### src/rtl/wb_port_arbiter_pkg.sv
// Shared types and constants for the write-back port arbiter and its source FIFOs.
package wb_port_arbiter_pkg;

    localparam int NUM_REQ    = 4;
    localparam int NUM_PORTS  = 3;
    localparam int DATA_W     = 32;
    localparam int PREG_W     = 7;
    localparam int RS_IDX_W   = 5;
    localparam int FIFO_DEPTH = 2;

    localparam int SRC_W  = (NUM_REQ > 1) ? $clog2(NUM_REQ) : 1;
    localparam int PORT_W = $clog2(NUM_PORTS + 1);
    localparam int CNT_W  = $clog2(FIFO_DEPTH + 1);

    localparam int WB_SRC_ALU0 = 0;
    localparam int WB_SRC_ALU1 = 1;
    localparam int WB_SRC_MUL  = 2;
    localparam int WB_SRC_LOAD = 3;

    typedef struct packed {
        logic [PREG_W-1:0]   dst_index;
        logic [DATA_W-1:0]   dst_val;
        logic [RS_IDX_W-1:0] rs_entry;
    } wb_req_t;

    // Source visited k steps after the rotating start point.
    function automatic logic [SRC_W-1:0] scan_src(input logic [SRC_W-1:0] base, input int k);
        int t;
        t = int'(base) + k;
        return SRC_W'(t % NUM_REQ);
    endfunction

endpackage

### src/rtl/wb_port_arbiter_src_fifo.sv
// Small per-source result buffer. Push/pop qualification is owned by the parent;
// flush empties the buffer and wins over any push or pop in the same cycle.
module wb_src_fifo
    import wb_port_arbiter_pkg::*;
#(
    parameter int DEPTH = FIFO_DEPTH
) (
    input  logic             clk,
    input  logic             rst_n,
    input  logic             flush,
    input  logic             push,
    input  wb_req_t          push_data,
    input  logic             pop,
    output logic [CNT_W-1:0] count,
    output wb_req_t          head
);

    localparam int PTR_W = (DEPTH > 1) ? $clog2(DEPTH) : 1;

    wb_req_t          r_mem [DEPTH];
    logic [PTR_W-1:0] r_rd_ptr;
    logic [PTR_W-1:0] r_wr_ptr;
    logic [CNT_W-1:0] r_count;

    function automatic logic [PTR_W-1:0] next_ptr(input logic [PTR_W-1:0] p);
        return (p == PTR_W'(DEPTH - 1)) ? '0 : p + 1'b1;
    endfunction

    // Storage, pointers and occupancy; a flush resets pointers so the head reads slot 0.
    always_ff @(posedge clk or negedge rst_n) begin
        if (!rst_n) begin
            for (int i = 0; i < DEPTH; i++) r_mem[i] <= '0;
            r_rd_ptr <= '0;
            r_wr_ptr <= '0;
            r_count  <= '0;
        end else if (flush) begin
            r_rd_ptr <= '0;
            r_wr_ptr <= '0;
            r_count  <= '0;
        end else begin
            if (push) begin
                r_mem[r_wr_ptr] <= push_data;
                r_wr_ptr        <= next_ptr(r_wr_ptr);
            end
            if (pop) r_rd_ptr <= next_ptr(r_rd_ptr);
            r_count <= r_count + CNT_W'(push) - CNT_W'(pop);
        end
    end

    assign count = r_count;
    assign head  = r_mem[r_rd_ptr];

endmodule

### src/rtl/wb_port_arbiter.sv
// Shares the register-file write/bypass ports among the execute result sources.
// Each source is buffered; non-empty heads are granted in rotating order and the
// rotation restarts at the first head that missed out, bounding its wait.
module wb_port_arbiter
    import wb_port_arbiter_pkg::*;
(
    input  logic                                 clk,
    input  logic                                 rst,
    input  logic                                 flush,
    input  logic [NUM_REQ-1:0]                   req_valid,
    output logic [NUM_REQ-1:0]                   req_ready,
    input  logic [NUM_REQ-1:0][PREG_W-1:0]       req_dst_index,
    input  logic [NUM_REQ-1:0][DATA_W-1:0]       req_dst_val,
    input  logic [NUM_REQ-1:0][RS_IDX_W-1:0]     req_rs_entry,
    output logic [NUM_PORTS-1:0]                 wb_valid,
    output logic [NUM_PORTS-1:0][PREG_W-1:0]     wb_dst_index,
    output logic [NUM_PORTS-1:0][DATA_W-1:0]     wb_dst_val,
    output logic [NUM_PORTS-1:0]                 free_en,
    output logic [NUM_PORTS-1:0][RS_IDX_W-1:0]   free_entry
);

    logic [SRC_W-1:0]   r_rr_ptr;

    wb_req_t            w_push_data [NUM_REQ];
    wb_req_t            w_head      [NUM_REQ];
    logic [CNT_W-1:0]   w_count     [NUM_REQ];
    logic [NUM_REQ-1:0] w_push;
    logic [NUM_REQ-1:0] w_pop;
    logic [NUM_REQ-1:0] w_nonempty;

    logic [NUM_PORTS-1:0] w_wb_valid;
    wb_req_t              w_port_data [NUM_PORTS];
    logic                 w_skip_found;
    logic [SRC_W-1:0]     w_skip_ptr;
    logic [PORT_W-1:0]    w_nport;
    logic [SRC_W-1:0]     w_src;

    genvar gi;
    generate
        for (gi = 0; gi < NUM_REQ; gi++) begin : g_src
            // Ready comes from the registered count only, so a full FIFO refuses
            // even when its head is being drained this cycle.
            assign req_ready[gi]  = (w_count[gi] < CNT_W'(FIFO_DEPTH));
            assign w_nonempty[gi] = (w_count[gi] != '0);
            assign w_push[gi]     = req_valid[gi] & req_ready[gi] & ~flush;
            assign w_push_data[gi] = '{dst_index: req_dst_index[gi],
                                       dst_val:   req_dst_val[gi],
                                       rs_entry:  req_rs_entry[gi]};

            wb_src_fifo #(.DEPTH(FIFO_DEPTH)) u_fifo (
                .clk       (clk),
                .rst_n     (rst),
                .flush     (flush),
                .push      (w_push[gi]),
                .push_data (w_push_data[gi]),
                .pop       (w_pop[gi]),
                .count     (w_count[gi]),
                .head      (w_head[gi])
            );
        end
    endgenerate

    // Rotating scan: first NUM_PORTS non-empty heads fill ports in order; the first
    // head left over becomes the next scan start. Flush suppresses all grants.
    always_comb begin
        w_pop        = '0;
        w_wb_valid   = '0;
        w_skip_found = 1'b0;
        w_skip_ptr   = r_rr_ptr;
        w_nport      = '0;
        w_src        = '0;
        for (int p = 0; p < NUM_PORTS; p++) w_port_data[p] = '0;
        for (int k = 0; k < NUM_REQ; k++) begin
            w_src = scan_src(r_rr_ptr, k);
            if (w_nonempty[w_src]) begin
                if (w_nport < PORT_W'(NUM_PORTS)) begin
                    w_wb_valid[w_nport]  = 1'b1;
                    w_port_data[w_nport] = w_head[w_src];
                    w_pop[w_src]         = 1'b1;
                    w_nport              = w_nport + 1'b1;
                end else if (!w_skip_found) begin
                    w_skip_found = 1'b1;
                    w_skip_ptr   = w_src;
                end
            end
        end
        if (flush) begin
            w_pop        = '0;
            w_wb_valid   = '0;
            w_skip_found = 1'b0;
            for (int p = 0; p < NUM_PORTS; p++) w_port_data[p] = '0;
        end
    end

    // Rotation pointer moves only when some waiting head was left ungranted.
    always_ff @(posedge clk or negedge rst) begin
        if (!rst) begin
            r_rr_ptr <= '0;
        end else if (w_skip_found) begin
            r_rr_ptr <= w_skip_ptr;
        end
    end

    assign wb_valid = w_wb_valid;
    assign free_en  = w_wb_valid;

    generate
        for (gi = 0; gi < NUM_PORTS; gi++) begin : g_port
            assign wb_dst_index[gi] = w_port_data[gi].dst_index;
            assign wb_dst_val[gi]   = w_port_data[gi].dst_val;
            assign free_entry[gi]   = w_port_data[gi].rs_entry;
        end
    endgenerate

endmodule
### config.mk
export PLATFORM = sky130hd
export DESIGN_NAME = wb_port_arbiter
export DESIGN_NICKNAME = d
export VERILOG_FILES = /design/src/rtl/wb_port_arbiter_pkg.sv /design/src/rtl/wb_port_arbiter_src_fifo.sv /design/src/rtl/wb_port_arbiter.sv
export SDC_FILE = /design/constraint.sdc
export NUM_CORES = 1
export LEC_CHECK = 0
export ABC_CLOCK_PERIOD_IN_PS = 4500
export CAP_MARGIN = 20
export CORE_UTILIZATION = 50
export DETAILED_ROUTE_END_ITERATION = 8
export PLACE_DENSITY = 0.77
export SLEW_MARGIN = 25
export SYNTH_ARGS = -nofsm -noshare
export SYNTH_HDL_FRONTEND = slang
export SYNTH_SLANG_ARGS = --single-unit
### constraint.sdc
create_clock -name clk -period 4.5 [get_ports clk]
set_clock_uncertainty 0.15 [all_clocks]
set_input_delay 0.675 -clock clk [delete_from_list [all_inputs] [get_ports clk]]
set_output_delay 0.675 -clock clk [all_outputs]
set_load 0.005 [all_outputs]
==> summary.md <==
The vias per cell is 6.78. Adding up every negative setup slack in the final design gives -0.0154 ns. The tightest hold margin is -0.0172 ns. The checks that failed: hold timing, setup timing.

Yosys printed 0 warnings. Of the available clock period, the critical path in the final layout requires 100%. Of all flip-flops after synthesis, the portion carrying an async set or reset was 100%. For this run, the slowest stage of the critical path takes 0.50 ns. The critical path goes through buf_6 > nor3_4 > a21oi_2 > mux2_4 > ha_4 > buf_4 > nor2b_1 > a22o_1 > nand2_4 > buf_12 > o22ai_1 > buf_4 > clkdlybuf4s50_1. The tightest slew margin relative to the limit came out at 33.7%. By area the synthesized netlist is led by dfrtp_1 (40%), mux2_2 (19%), mux2i_1 (8.6%).

After detailed routing, the number of remaining DRC violations is 0. Yosys mapped the design onto 57 distinct sky130hd cell types. The run gives 37.8% as the overall routing resource usage. The number of enable-type register cells in the synthesized netlist was 0; the fraction of final layout cells with drive strength greater than 1 was 37.9%. The kind of start point of the critical path is a register. The tools report the half-perimeter wire length after placement as 60.9 mm. After detailed routing, the average wire length per cell comes to 29.8 um. The tools report the clock root buffer as clkbuf_16. Initial antenna violation count: 1. For the number of global-route vias before repair, the log shows 20,700.

In this run, post-CTS hold repair placed 0 buffers. The placed instances occupy a cell area of 28,300 um2. The core box area is 45,800 um2, and the number of sinks driven by the clock tree is 370. The number of slew-limit violations in the final report came out at 0.

The post-route minimum period works out to 4.52 ns. The most frequent cell after synthesis was mux2_2. The multi-input gate area in the final layout is 13,800 um2. Total iterations of the first detailed-routing run: 6. The first global-routing pass estimated 133 mm of wire. The logs give -0.0154 ns for the setup slack after layout and 2,601 for the final-stage net count. Wires add up to 90.3 mm. In this run, CTS created clock tree buffers numbering 42. Entering global routing, the biggest net connects 106 pins.

The area growth from synthesis to layout is 30.9%. The logs give 0.221 GHz for the highest attainable clock frequency and 3.69 ns for the arrival time of data at the critical path endpoint. The highest fanout seen on the critical path came out at 8. The height of the die is 218 um.

The largest total area in the synthesized netlist belongs to dfrtp_1. The detail route stage leaves a number of antenna-violating nets equal to 0. In the synthesized netlist, the number of instances is 2,008. The netlist area before placement was 23,400 um2; the number of top-level pins was 325. The logs give 3,441 for the number of fillers in the final layout and 20,600 for the count of vias placed by the detailed router. The portion of synthesized cell area occupied by the leading cell type works out to 39.6%. The slowest stage of the critical path is the dfrtp_4 cell. The count of H-tree levels built during CTS was 2; the register area share after synthesis was 39.6%. The dominant synthesized flop cell is dfrtp_1.

For the pin with the worst max-slew slack, the measured transition is 0.966 ns. The floorplan step defined a die boundary enclosing 47,600 um2. Summing all flip-flop and latch instances after layout gives 9270 um2. Setup repair after global routing could not meet its margin everywhere.

After global routing the overflow that remains totals 0. STA puts the critical path data required time at 3.67 ns. For the post-synth net total, the log shows 2,209. The count of buffers added on input and output ports is 324. The number of DRC markers after the initial detailed-route iteration is 2,743. Max-cap violations in this run came to 0. In this run the mean area of a mapped cell was 11.6 um2. The width of the die is 218 um.

The endpoint class of the critical path is an output port. The critical path is of the reg2out type. The logs give 78 for the cell row count and 1.00 for the final weighted congestion of routability-driven global placement.

The classification of the worst-slack hold path was in2async. Hold violation total from the final report: 4. For the worst-skew pair, the clock arrives at the later sink with an insertion delay of 0.58 ns.

The tools report the initial cell density of the core as 51.1%. The flow ran to the end, but the final reports show violations. TritonCTS built the clock tree.

Clock-pin slew was measured on the worst setup and hold paths at 0.06 ns. The finished cells cover 30,600 um2. The commonest cells after synthesis are mux2_2 (392), dfrtp_1 (370), mux2i_1 (200). For the setup violation total in the final timing report, the log shows 1.

The flip-flop and latch count after synthesis was 370. In this design, the critical path's most frequently occurring cell is buf_4. The clock passes through at most 3 buffers.
==> path summary, 6_finish.rpt <==
check	end	slack [ns]	startpoint	cells after the start
setup / recovery	free_entry[10]	-0.02	r_rr_ptr[0]$_DFFE_PN0P_	13
hold / removal	g_src[0].u_fifo.r_mem[71]$_DFFE_PN0P_	-0.02	rst	1
setup reg to reg	g_src[2].u_fifo.count[1]$_DFF_PN0_	0.47	r_rr_ptr[0]$_DFFE_PN0P_	18
hold reg to reg	g_src[0].u_fifo.r_mem[77]$_DFFE_PN0P_	0.35	g_src[0].u_fifo.r_mem[77]$_DFFE_PN0P_	1
max in group asynchronous	g_src[1].u_fifo.r_rd_ptr$_DFFE_PN0P_	3.14	rst	2
min in group clk	g_src[0].u_fifo.r_mem[77]$_DFFE_PN0P_	0.35	g_src[0].u_fifo.r_mem[77]$_DFFE_PN0P_	1
==> per-layer routing <==
metal	track usage [%]	part of all wire (%)	vias up
met2	54.6	43	1430
met4	16.7	4.7	0
met5	0	0	-
met3	11.9	12	308
met1	51.7	40	10300
li1	-	-	8548
==> state kept, by name, summed over array words and instances (netlist names) <==
name and cells:
g_src.u_fifo.r_wr_ptr 4, g_src.u_fifo.count 8, g_src.u_fifo.r_mem 352, r_rr_ptr 2, g_src.u_fifo.r_rd_ptr 4
==> logic make-up (layout without fill, tap and decap cells) <==
logic type,Yosys count,after routing,share of synthesized area (%)
AOI/OAI and AO/OA,355,355,12.8
xor gates and xnor gates,14,14,0.525
adders and majority gates,18,18,0.964
buffers and inverters,216,640,4.21
DFF,370,370,39.6
muxes,668,668,34.3
other,0,1,0
and+or+nand+nor,367,368,7.65
==> cells in the final DEF, fill, tap and decap left out, drive strengths merged, types with 4 or more instances in the layout <==
cell / n
a21oi: 8
a21boi: 4
a221oi: 37
nor3: 125
dlygate4sd2: 64
dlymetal6s2s: 16
nor2: 75
clkinv: 12
o21ai: 23
o221ai: 8
nand2b: 5
clkbuf: 70
clkdlybuf4s15: 6
nor4: 44
mux4: 65
a211oi: 75
a22oi: 92
mux2i: 201
o22ai: 23
ha: 18
o2bb2ai: 8
inv: 22
nor2b: 18
xnor2: 11
a22o: 25
clkdlybuf4s50: 194
buf: 250
dfrtp: 370
and3: 16
mux2: 402
nand2: 75
o311ai: 8
o32ai: 36
a222oi: 5
==> through the flow <==
stage | hold WS, ns | util (%) | setup slack, ns | instances
floorplan | 0.229 | - | 0.0536 | 2008
CTS | 0.0145 | 66.5 | -0.220 | 3020
global route | 0.0571 | 66.8 | -0.101 | 3034
global placement | 0.338 | 61.7 | -0.114 | 2903
detailed placement | 0.344 | 61.7 | -0.127 | 2903
finish | -0.0172 | 66.8 | -0.0154 | 3034
==> worst max-delay path, delay by kind of cell (launching register included) <==
| family | cells | cell delay [ns] |
|---|---|---|
| adders and majority gates | 1 | 0.24 |
| DFF | 1 | 0.50 |
| buffers and inverters | 5 | 1.14 |
| AOI/OAI and AO/OA | 3 | 0.43 |
| and+or+nand+nor | 3 | 0.46 |
| muxes | 1 | 0.31 |
==> repair_timing <==
item | in CTS | in global routing
pin swaps | 19 | 16
setup buffers | 32 | 16
setup endpoints to repair | 134 | 85
resized for setup | 260 | 81
gates cloned | 8 | 2
==> layout make-up <==
cell class / count / share of cell area, %
Multi-Input combinational cell: 1423 / 45.0
Sequential cell: 370 / 30.3
Timing Repair Buffer: 544 / 17.5
Clock buffer: 57 / 3.82
Tap cell: 600 / 2.45
Clock inverter: 20 / 0.708
Inverter: 19 / 0.245
Antenna cell: 1 / 0.00818
Power is not shown: default switching activity piles up to over one toggle a cycle in this logic, so the estimate is an artifact.
